**src/rtl/fifo_flex.sv**
```systemverilog
// fifo_flex: synchronous FIFO, any depth >= 2, with an optional head output register (REG_OUT).
// Define FIFO_FLEX_ERR_EN to add the overflow_err / peak_count diagnostic outputs.
module fifo_flex #(
  parameter int DATA_WIDTH = 8,
  parameter int FIFO_DEPTH = 16,
  parameter int REG_OUT    = 0,
  parameter int AF_THRESH  = FIFO_DEPTH - 2,
  parameter int AE_THRESH  = 2,
  localparam int CNT_WIDTH = $clog2(FIFO_DEPTH + 1)
) (
  input  logic                  clk,
  input  logic                  rst,
  input  logic                  flush,
  input  logic [DATA_WIDTH-1:0] data_in,
  input  logic                  write_valid,
  output logic                  write_ready,
  output logic [DATA_WIDTH-1:0] data_out,
  output logic                  read_valid,
  input  logic                  read_ready,
  output logic                  full,
  output logic                  empty,
  output logic                  almost_full,
  output logic                  almost_empty,
  output logic [CNT_WIDTH-1:0]  count
`ifdef FIFO_FLEX_ERR_EN
  ,
  output logic                  overflow_err,
  output logic [CNT_WIDTH-1:0]  peak_count
`endif
);

  localparam int PTR_WIDTH = $clog2(FIFO_DEPTH);
  localparam logic [CNT_WIDTH-1:0] DEPTH_C  = CNT_WIDTH'(FIFO_DEPTH);
  localparam logic [CNT_WIDTH-1:0] AF_C     = CNT_WIDTH'(AF_THRESH);
  localparam logic [CNT_WIDTH-1:0] AE_C     = CNT_WIDTH'(AE_THRESH);
  localparam logic [PTR_WIDTH-1:0] PTR_LAST = PTR_WIDTH'(FIFO_DEPTH - 1);

`ifndef SYNTHESIS
  if ((DATA_WIDTH < 1) || (FIFO_DEPTH < 2) || (AF_THRESH < 1) || (AF_THRESH > FIFO_DEPTH) ||
      (AE_THRESH < 0) || (AE_THRESH > FIFO_DEPTH - 1)) begin : g_param_chk
    $fatal(1, "fifo_flex: illegal parameter set");
  end
`endif

  // Depth need not be a power of two, so the wrap is explicit.
  function automatic logic [PTR_WIDTH-1:0] ptr_inc(input logic [PTR_WIDTH-1:0] p);
    return (p == PTR_LAST) ? '0 : p + PTR_WIDTH'(1);
  endfunction

  logic [DATA_WIDTH-1:0] mem_q [FIFO_DEPTH];
  logic [PTR_WIDTH-1:0]  wr_ptr_q, wr_ptr_d, rd_ptr_q, rd_ptr_d;
  logic [CNT_WIDTH-1:0]  count_q, count_d;
  logic                  full_q, empty_q, af_q, ae_q;
  logic                  wr_en_s, rd_en_s, mem_pop_s, read_valid_s;
  logic [DATA_WIDTH-1:0] head_s;

  assign wr_en_s = write_valid && !full_q;
  assign rd_en_s = read_valid_s && read_ready;

  if (REG_OUT != 0) begin : g_reg_out
    logic                  out_valid_q;
    logic [DATA_WIDTH-1:0] out_q;
    logic [CNT_WIDTH-1:0]  mem_cnt_s;

    // count covers the output register word, so storage holds count minus that word.
    assign mem_cnt_s    = count_q - CNT_WIDTH'(out_valid_q);
    assign mem_pop_s    = (mem_cnt_s != '0) && (!out_valid_q || rd_en_s);
    assign read_valid_s = out_valid_q;
    assign head_s       = out_q;

    always_ff @(posedge clk or posedge rst) begin
      if (rst) begin
        out_valid_q <= 1'b0;
        out_q       <= '0;
      end else if (flush) begin
        out_valid_q <= 1'b0;
      end else if (mem_pop_s) begin
        out_valid_q <= 1'b1;
        out_q       <= mem_q[rd_ptr_q];
      end else if (rd_en_s) begin
        out_valid_q <= 1'b0;
      end
    end
  end else begin : g_comb_out
    assign mem_pop_s    = rd_en_s;
    assign read_valid_s = !empty_q;
    assign head_s       = mem_q[rd_ptr_q];
  end

  always_comb begin
    count_d  = count_q;
    wr_ptr_d = wr_ptr_q;
    rd_ptr_d = rd_ptr_q;
    if (flush) begin
      count_d  = '0;
      wr_ptr_d = '0;
      rd_ptr_d = '0;
    end else begin
      if (wr_en_s)   wr_ptr_d = ptr_inc(wr_ptr_q);
      if (mem_pop_s) rd_ptr_d = ptr_inc(rd_ptr_q);
      case ({wr_en_s, rd_en_s})
        2'b10:   count_d = count_q + CNT_WIDTH'(1);
        2'b01:   count_d = count_q - CNT_WIDTH'(1);
        default: count_d = count_q;
      endcase
    end
  end

  // Status flags are registered alongside count, from its next value.
  always_ff @(posedge clk or posedge rst) begin
    if (rst) begin
      wr_ptr_q <= '0;
      rd_ptr_q <= '0;
      count_q  <= '0;
      full_q   <= 1'b0;
      empty_q  <= 1'b1;
      af_q     <= 1'b0;
      ae_q     <= 1'b1;
    end else begin
      wr_ptr_q <= wr_ptr_d;
      rd_ptr_q <= rd_ptr_d;
      count_q  <= count_d;
      full_q   <= (count_d == DEPTH_C);
      empty_q  <= (count_d == '0);
      af_q     <= (count_d >= AF_C);
      ae_q     <= (count_d <= AE_C);
    end
  end

  always_ff @(posedge clk) begin
    if (wr_en_s && !flush) begin
      mem_q[wr_ptr_q] <= data_in;
    end
  end

  assign write_ready  = !full_q;
  assign read_valid   = read_valid_s;
  assign data_out     = read_valid_s ? head_s : '0;
  assign full         = full_q;
  assign empty        = empty_q;
  assign almost_full  = af_q;
  assign almost_empty = ae_q;
  assign count        = count_q;

`ifdef FIFO_FLEX_ERR_EN
  logic                 ovf_q;
  logic [CNT_WIDTH-1:0] peak_q, peak_d;

  always_comb begin
    peak_d = peak_q;
    if (flush) begin
      peak_d = '0;
    end else if (count_d > peak_q) begin
      peak_d = count_d;
    end else begin
      peak_d = peak_q;
    end
  end

  // Overflow is sticky across flush; only rst clears it.
  always_ff @(posedge clk or posedge rst) begin
    if (rst) begin
      ovf_q  <= 1'b0;
      peak_q <= '0;
    end else begin
      if (write_valid && full_q) ovf_q <= 1'b1;
      peak_q <= peak_d;
    end
  end

  assign overflow_err = ovf_q;
  assign peak_count   = peak_q;
`endif

endmodule

```
**config.mk**
```make
export PLATFORM = sky130hd
export DESIGN_NAME = fifo_flex
export DESIGN_NICKNAME = d
export VERILOG_FILES = /design/src/rtl/fifo_flex.sv
export SDC_FILE = /design/constraint.sdc
export NUM_CORES = 1
export LEC_CHECK = 0
export BUFFER_PORTS_ARGS = -buffer_cell sky130_fd_sc_hd__buf_2
export CAP_MARGIN = 20
export CORE_MARGIN = 1
export CORE_UTILIZATION = 35
export CTS_CLUSTER_SIZE = 20
export DETAILED_ROUTE_END_ITERATION = 10
export PLACE_DENSITY = 0.49
export SYNTH_ARGS = -nofsm -noshare
export SYNTH_HDL_FRONTEND = slang
export SYNTH_SLANG_ARGS = --single-unit
export TNS_END_PERCENT = 10
```
**constraint.sdc**
```tcl
create_clock -name clk -period 4.6 [get_ports clk]
set_clock_uncertainty 0.05 [all_clocks]
set_input_delay 0 -clock clk [delete_from_list [all_inputs] [get_ports clk]]
set_output_delay 0 -clock clk [all_outputs]
set_load 0.01 [all_outputs]
```
# Word level (Yosys, flattened, before mapping)
# Memory sizes are Yosys's and may differ from the RTL's.
# Cells that the tools add are included.
op_classes:
  addsub: 4
  n_eq_ne: 5
  muxes: 11
  order_cmp: 2
  reduce_logical: 9
ops:
  columns: ["operator", "n"]
  rows:
  - ["2-to-1 mux 4 bit", 6]
  - ["one-hot mux 5 bit (2 select lines)", 1]
  - ["adder 4 x 1 -> 4 bit (second input constant)", 2]
  - ["equality test 4 bit (second input constant)", 2]
  - ["2-to-1 mux 8 bit", 1]
  - ["adder 5 x 1 -> 5 bit (second input constant)", 1]
  - ["equality test 5 bit (second input constant)", 1]
  - ["greater-or-equal comparator 5 x 4 -> 1 bit (second input constant)", 1]
  - ["less-or-equal comparator 5 x 2 -> 1 bit (second input constant)", 1]
  - ["zero test 5 bit", 1]
  - ["2-to-1 mux 5 bit", 1]
  - ["subtractor 5 x 1 -> 5 bit (second input constant)", 1]
  - ["nonzero test 2 bit", 2]
  - ["logical AND 1 bit", 3]
  - ["zero test 1 bit", 3]
  - ["equality test 2 x 1 -> 1 bit (second input constant)", 1]
  - ["equality test 2 bit (second input constant)", 1]
  - ["2-to-1 mux 1 bit", 2]
totals:
  in_bits: 13
  out_inout_bits: 19
  ramBits: 128
  n_memories: 1
  elab_cells: 39
  regBits: 17
memory_table:
  columns: ["name", "depth", "word_bits", "read_ports", "rd_ports_with_merged_regs", "write_ports", "line_no", "source"]
  rows:
  - ["mem_q", 16, 8, 1, 0, 1, "50", "logic [DATA_WIDTH-1:0] mem_q [FIFO_DEPTH];"]

# Longest topological paths before layout
# Gate-level depths: netlist of the first run.
depth:
  ltp_word: 6
  depth_mapped: 11
  ltp_nobuf: 10

# Worst setup path before layout of the first run
# No wires, ideal clock.
synth_timing:
  path_type: "register -> register"
  startpoint: "reg empty_q (netlist: empty)"
  endpoint: "reg af_q (netlist: almost_full)"
  path_stages_with_launch: 10
  slack_ns: 2.184
  required_time_ns: 4.455
  setup_ns: 0.096
  arrival_time_ns: 2.271
  n_path_buf: 2
  period_less_slack_ns: 2.416
  cell_sequence: "dfstp_2 nand2b_1 buf_6 inv_4 ha_1 clkbuf_1 o21bai_1 or4_1 and2_4 o32ai_2"
synth_between:
  elab_chain_cells: 6
  elab_cells_between_ends: 7
  classes_between: "1 x order compare; 2 x eq/ne; 2 x mux; 2 x reduce/logical"
synth_lines:
  columns: ["item", "line_no", "source"]
  rows:
  - ["start: declaration", "53", "logic full_q, empty_q, af_q, ae_q;"]
  - ["start signal: assignment", "124", "empty_q <= (count_d == '0);"]
  - ["zero test 1 bit (*)", "86", "assign read_valid_s = !empty_q;"]
  - ["logical AND 1 bit (*)", "58", "assign rd_en_s = read_valid_s && read_ready;"]
  - ["equality test 2 x 1 -> 1 bit / equality test 2 bit (equally long branches)", "101", "case ({wr_en_s, rd_en_s})"]
  - ["one-hot mux 5 bit (2 select lines) (*)", "101", null]
  - ["2-to-1 mux 5 bit (*)", "94", "if (flush) begin"]
  - ["greater-or-equal comparator 5 x 4 -> 1 bit (*)", "125", "af_q <= (count_d >= AF_C);"]
  - ["end signal: assignment", "125", null]
  - ["end: declaration", "53", null]
# Mark *: on every way between the ends. The rest lies on a longest branch, timed or not.
# A chain may end at the register's enable or synchronous reset.

# Final worst setup path of the first run
layout_timing:
  startpoint: "reg rd_ptr_q[0]"
  endpoint: "out data_out[1]"
layout_between:
  elab_chain_cells: 2
layout_lines:
  columns: ["item", "line_no", "source"]
  rows:
  - ["start: declaration", "51", "logic [PTR_WIDTH-1:0] wr_ptr_q, wr_ptr_d, rd_ptr_q, rd_ptr_d;"]
  - ["start signal: assignment", "121", "rd_ptr_q <= rd_ptr_d;"]
  - ["memory (16 x 8 bit)", null, null]
  - ["2-to-1 mux 8 bit", "138", "assign data_out = read_valid_s ? head_s : '0;"]
  - ["end: declaration", "17", "output logic [DATA_WIDTH-1:0] data_out,"]
# No other way between the ends.

==> results_dict.tcl, run 1 <==
set metrics [dict create \
    hold_ws_ns 0.02767 \
    synth-compound-area-share 0.02964 \
    synth_commonest_cells "edfxtp_1 (128), and2_1 (25), mux4_2 (25), dfrtp_1 (15), mux4_1 (15)" \
    crit_start "rd_ptr_q[0]$_DFFE_PP0P_" \
    cts_hold_buf 10 \
    r2r_end "empty$_DFF_PP1_" \
    dp_hpwl_mm 7.855 \
    portBuffers 31 \
    cts_tree "done" \
    ff2ff_path_depth 10 \
    p_comb_frac 0.092 \
    yosysMostFrequentCell "edfxtp_1" \
    cts-buffers-inserted 17 \
    clkTransAtPathRegs_ns 0.06 \
    outcome "finished clean" \
    ctsHtreeMaxLevel 4 \
    slew_violations 0 \
    tns_ns 0 \
    critical_path_peak_fanout 28 \
    fin_crit_ns 3.132 \
    yosysWarningCount 0 \
    postCtsResizedCells 0 \
    fp.dieArea_sq_um 18020 \
    drive_above_1_share 0.2513 \
    tightest_slew_ns 0.8853 \
    diodes 0 \
    start_util 0.3639 \
    ant_nets 0 \
    synthMuxAreaShare 0.1596 \
    num-fill-cells 1540 \
    synth-seq-cells 145 \
    viasPerCell 5.165 \
    die_w_um 134.2 \
    setup.worst_path.class "reg2out" \
    synth-simple-area-share 0.06296 \
    r2r_start "full$_DFF_PP0_" \
    syn_area_sq_um 6121 \
    cts_setup_buffers 0 \
    rsz0062_at_grt "no" \
    p_per_area_nw_per_um2 459.0 \
    wl_mm 12.97 \
    grt_pass1_wl_mm 19.49 \
    remaining_drc_errors 0 \
    p_sw_frac 0.2172 \
    vias 3068 \
    crit_path_end_kind "output port" \
    p_int_mw 2.567 \
    clkPwrFrac 0.447 \
    synthXorXnorAreaFrac 0.007155 \
    fp.dieH_um 134.2 \
    hold_end "wr_ptr_q[1]$_DFFE_PP0P_" \
    setup_viol 0 \
    cp.required_ns 4.55 \
    critPathLaunchType "register" \
    power_switching_uw 712.4 \
    clk_latency_ns 0.42 \
    ys_seq_area_frac 0.6979 \
    grt_use_total 0.1551 \
    hold_path.class "in2reg" \
    root_buffer "clkbuf_16" \
    gr-total-overflow 0 \
    timing.final.crit_share 0.6808 \
    whs_path_depth 4 \
    io_pins 32 \
    cp.arrival_ns 3.08 \
    grt_pass1_vias 3075 \
    max-vdd-ir-drop_v 0.0002801 \
    drt_iter0_drc 188 \
    row_count 47 \
    yosys.cell_types.count 47 \
    synth.top_cell.area_share 0.6280 \
    wire_per_inst_um 21.84 \
    synthTopCellsByArea "edfxtp_1 (63%), mux4_2 (9.2%), mux4_1 (6.4%), dfrtp_1 (6.1%), and2_1 (2.6%)" \
    antenna_found_initial 0 \
    clk_path_buf_depth 2 \
    p_total_mw 3.280 \
    fin_nets 381 \
    cts_sinks 145 \
    synth_top_family_by_area "multiplexers" \
    routabilityCongestion 0.7864 \
    synth_edf_count 128 \
    syn2layout_area_growth_pct 16.74 \
    grt_start_max_net_pins 37 \
    drv_cap 0 \
    core_area_sq_um 16820 \
    hold_path.startpoint "write_valid" \
    syn_nets 337 \
    p_leak_nw 2.421 \
    slew_headroom 0.4098 \
    power_frac_seq 0.461 \
    firstDrtPassIters 5 \
    syn_area_per_cell_sq_um 19.31 \
    yosysTopAreaCell "edfxtp_1" \
    async_flop_share 0.1172 \
    final_hold_viol_count 0 \
    r2r_setup_slack_ns 1.56 \
    synthCells 317 \
    ys.flop_type "edfxtp_1" \
    synthAdderAreaFrac 0.01431 \
    fmax_mhz 319.3 \
]
==> placed cells by master (no fill, tap or decap), types with 4 or more instances in the layout <==
cell	netlist	final
nand2_1	12	12
dlygate4sd3_1	0	10
inv_1	6	6
dfrtp_1	15	13
and2_1	25	25
bufinv_16	0	5
mux4_1	15	15
nor2_1	8	8
ha_1	7	7
clkbuf_16	0	17
buf_2	4	31
a21oi_1	9	9
edfxtp_1	128	128
clkinv_2	1	4
mux4_2	25	25
==> kinds of logic after synthesis <==
logic type	Yosys count
xor gates and xnor gates	5
and+or+nand+nor	67
DFF	145
adders and majority gates	7
AOI/OAI and AO/OA	26
muxes	42
buffers and inverters	25
==> sequential cells by signal, summed over array words and instances, names as in the netlist <==
signal / flops
count: 5
mem_q: 128
empty: 1
wr_ptr_q: 4
rd_ptr_q: 4
full: 1
almost_empty: 1
almost_full: 1
==> layout make-up <==
type | instances | area (sq um) | area share
Sequential cell | 145 | 4274 | 0.5981
Multi-Input combinational cell | 147 | 1675 | 0.2345
Timing Repair Buffer | 42 | 262.8 | 0.03677
Tap cell | 220 | 275.3 | 0.03852
Clock buffer | 19 | 432.9 | 0.06058
Clock inverter | 13 | 191.4 | 0.02679
Inverter | 8 | 33.78 | 0.004728
==> how the worst max path moves through the flow <==
stage / to / depth (start not counted)
final: data_out[1] / 5
after global routing: full$_DFF_PP0_ / 10
after CTS: data_out[1] / 5
after detailed placement: almost_full$_DFF_PP0_ / 10
after global placement: empty$_DFF_PP1_ / 10
after floorplan: almost_full$_DFF_PP0_ / 9
==> power groups by stage <==
stage               Sequential, mW  Clock (mW)  Combinational [mW]
CTS                           1.52        1.49               0.306
detailed placement            1.54           0               0.299
floorplan                     1.51           0               0.237
finish                        1.51        1.47               0.301
global placement              1.54           0               0.297
global route                  1.52        1.54               0.329
==> through the flow <==
stage / instance area [sq um] / std cells / worst slack (ns) / util
5_1_grt: 7146 / 594 / 1.243 / 0.4249
6_report: 7146 / 594 / 1.468 / 0.4249
4_1_cts: 7146 / 594 / 1.379 / 0.4249
2_1_floorplan: 6121 / 317 / 2.184 / -
3_5_place_dp: 6421 / 552 / 1.597 / 0.3818
3_3_place_gp: 6421 / 552 / 1.666 / 0.3818
==> routing by layer <==
layer	vias to the layer above	part of all wire	global-route usage
met3	14	0.034	0.03401
met2	64	0.48	0.2378
met4	0	0.016	0.06554
met1	1616	0.47	0.2138
li1	1374	-	-
met5	-	0	0
==> critical path, cell delays in order (launching register included) <==
cell	delay (ns)
dfrtp_2	0.94
buf_4	0.37
mux4_1	0.56
mux4_2	0.47
and2_1	0.18
buf_2	0.13
No activity file was read; power rests on OpenSTA's default activity.
==> inputs of run 2 (changes only) <==
--- a/config.mk
+++ b/config.mk
@@ -5,6 +5,7 @@
 export SDC_FILE = /design/constraint.sdc
 export NUM_CORES = 1
 export LEC_CHECK = 0
+export ABC_AREA = 1
 export BUFFER_PORTS_ARGS = -buffer_cell sky130_fd_sc_hd__buf_2
 export CAP_MARGIN = 20
 export CORE_MARGIN = 1
==> constraint.sdc (replaced) <==
create_clock -name clk -period 3.2 [get_ports clk]
set_clock_uncertainty 0.05 [all_clocks]
set_input_delay 0 -clock clk [delete_from_list [all_inputs] [get_ports clk]]
set_output_delay 0 -clock clk [all_outputs]
set_load 0.01 [all_outputs]
==> run 2 against run 1 <==
  * Total power grew 59%
  * Register-to-register slack lost 0.51 ns
  * Clock power grew 33%
  * Core utilization shrank 0.40 points
  * Routed wire length grew 17%
  * Synthesized cell count grew 58%
  * Cell area grew 1.5%
  * First-iteration DRC count grew 140%
  * Cell count grew 32%
  * Hold slack gained 0.15 ns
  * Count of clock-buffer cells in the layout shrank 1
  * Sequential share of layout area shrank 0.91 points
  * Critical path type unchanged
  * Largest cell class unchanged
  * Largest power group unchanged
==> results_dict.tcl, run 2 <==
set metrics [dict create \
    yosysTopAreaCell "edfxtp_1" \
    clkPwrFrac 0.374 \
    design_area_sq_um 7254 \
    fin_nets 569 \
    drt_iter0_drc 453 \
    rsz0062_at_grt "no" \
    largest_reg_flops 128 \
    preCtsSetupSlack_ns 1.017 \
    wl_mm 15.22 \
    cts_tree "done" \
    synth_commonest_cells "edfxtp_1 (128), nor2_1 (82), o21ai_0 (65), nand2_1 (30), inv_1 (23)" \
    critical_path_peak_fanout 39 \
    max_stage_delay_ns 0.40 \
    diodes 0 \
    path_cells "inv_2 > buf_12 > o21ai_0 > o221ai_1 > nand3_1 > a21oi_1 > buf_2" \
    mostFrequentLayoutCells "edfxtp_1 (128), nor2_1 (82), o21ai_0 (65)" \
    p_leak_nw 2.561 \
    cts-buffers-inserted 17 \
    p_int_mw 3.698 \
    root_buffer "clkbuf_16" \
    synthTopCellsByArea "edfxtp_1 (63%), dfrtp_1 (6.1%), o21ai_0 (5.3%), nor2_1 (5.0%), o221ai_1 (3.0%)" \
    drive_above_1_share 0.1815 \
    yosys.cell_types.count 29 \
    io_pins 32 \
    fin_ws_ns 0.7413 \
    p_comb_frac 0.198 \
    syn_area_sq_um 6147 \
    ys.flop_type "edfxtp_1" \
    p_sw_frac 0.2899 \
    die_w_um 134.5 \
    syn_area_per_cell_sq_um 12.27 \
    cts_sinks 145 \
    max-vdd-ir-drop_v 0.0004476 \
    clk_latency_ns 0.42 \
    post_dp_cell_area_sq_um 6559 \
    ctsHtreeMaxLevel 4 \
    hold_ws_ns 0.1813 \
    row_count 48 \
    outcome "finished clean" \
    timing.final.crit_share 0.7683 \
    vias 4136 \
    wire_per_inst_um 19.34 \
    grt_pass1_vias 4127 \
    ys_seq_area_frac 0.6949 \
    antenna_found_initial 0 \
    synth.top_cell.area_share 0.6253 \
    p_per_area_nw_per_um2 717.7 \
    top_layer "met4" \
    hold_path.class "in2async" \
    yosysMostFrequentCell "edfxtp_1" \
    p_total_mw 5.207 \
    gr-total-overflow 0 \
    setup_viol 0 \
    num-fill-cells 1611 \
    fmax_mhz 406.7 \
    slew_violations 0 \
    critical_path.slowest_cell "dfrtp_2" \
    synthCells 501 \
    grt_pass1_wl_mm 23.84 \
    routed-wl-met2_mm 7.281 \
    tns_ns 0 \
    start_util 0.3566 \
    power_switching_mw 1.509 \
    synth-seq-cells 145 \
    clk_path_buf_depth 2 \
    firstDrtPassIters 5 \
    fin_crit_ns 2.459 \
    layout_commonest_cell "edfxtp_1" \
    tightest_slew_ns 0.8914 \
    wl_met1_mm 6.890 \
    core_area_sq_um 17240 \
    cp.required_ns 3.15 \
    ant_nets 0 \
    yosysWarningCount 0 \
    setup.worst_path.class "reg2out" \
    power_frac_seq 0.428 \
    drv_cap 0 \
    grt_start_max_net_pins 66 \
    slew_headroom 0.4036 \
    critPathLaunchType "register" \
    dp_hpwl_mm 9.784 \
    dp_cells 743 \
    final_hold_viol_count 0 \
    fp.dieArea_sq_um 18100 \
    viasPerCell 5.255 \
    syn_nets 521 \
    portBuffers 31 \
    crit_path_end_kind "output port" \
    fp.dieH_um 134.5 \
    regMostFlops "mem_q" \
    remaining_drc_errors 0 \
    grt_use_total 0.1815 \
    clkTransAtPathRegs_ns 0.06 \
    final_util 0.4209 \
    synth_edf_count 128 \
    routabilityCongestion 0.7656 \
    syn2layout_area_growth_pct 18.01 \
    async_flop_share 0.1172 \
    cp.arrival_ns 2.41 \
    dr_wl_met3_um 760 \
    final_cell_count_no_fill 787 \
    postCtsResizedCells 0 \
]
run 2: cells by family after synthesis:
group	synth area share
xor+xnor	0.004275
simple gates	0.1195
fa+ha+maj	0.01425
compound gates	0.1266
flops	0.6949
buf+inv	0.04051
run 2: layout make-up:
type / count / area (sq um) / share of cell area
repair buffers: 55 / 377.9 / 0.05209
flip-flops and latches: 145 / 4273 / 0.5890
well taps: 225 / 281.5 / 0.03881
multi-input cells: 298 / 1627 / 0.2242
clock inverters: 14 / 146.4 / 0.02018
inverters: 32 / 120.1 / 0.01656
clock buffers: 18 / 429.2 / 0.05916
run 2: routing by layer:
layer  vias to the layer above  GRT usage
met4                         0    0.07491
met5                         -          0
met2                       123     0.2919
met3                        20    0.04017
met1                      2070     0.2381
li1                       1923          -
run 2: power groups by stage:
| stage | Sequential [mW] | Combinational [mW] | Clock, mW |
|---|---|---|---|
| after floorplan | 2.25 | 0.714 | 0 |
| after global placement | 2.27 | 1.02 | 0 |
| after detailed placement | 2.27 | 1.03 | 0 |
| after CTS | 2.23 | 1.04 | 1.97 |
| after global routing | 2.24 | 1.16 | 2.05 |
| final | 2.23 | 1.03 | 1.95 |
run 2: what timing repair did:
action	4_1_cts	5_1_grt
buffers inserted	0	0
hold buffers	12	0
endpoints found under the hold margin	156	0
run 2: final timing paths:
check | start | to | slack (ns) | cells past startpoint
max in group asynchronous | rst | rd_ptr_q[0]$_DFFE_PP0P_ | 2.43 | 3
min in group clk | flush | count[0]$_DFF_PP0_ | 0.39 | 3
setup / recovery | rd_ptr_q[0]$_DFFE_PP0P_ | data_out[5] | 0.74 | 7
hold reg to reg | wr_ptr_q[3]$_DFFE_PP0P_ | wr_ptr_q[3]$_DFFE_PP0P_ | 0.59 | 2
setup reg to reg | empty$_DFF_PP1_ | empty$_DFF_PP1_ | 1.05 | 14
hold / removal | rst | almost_full$_DFF_PP0_ | 0.18 | 3
run 2: worst max-delay path: cells and delay by family (launching register included):
family | cells | cell delay [ns]
AOI/OAI and AO/OA | 3 | 0.57
and+or+nand+nor | 1 | 0.18
buffers and inverters | 3 | 0.83
DFF | 1 | 0.40
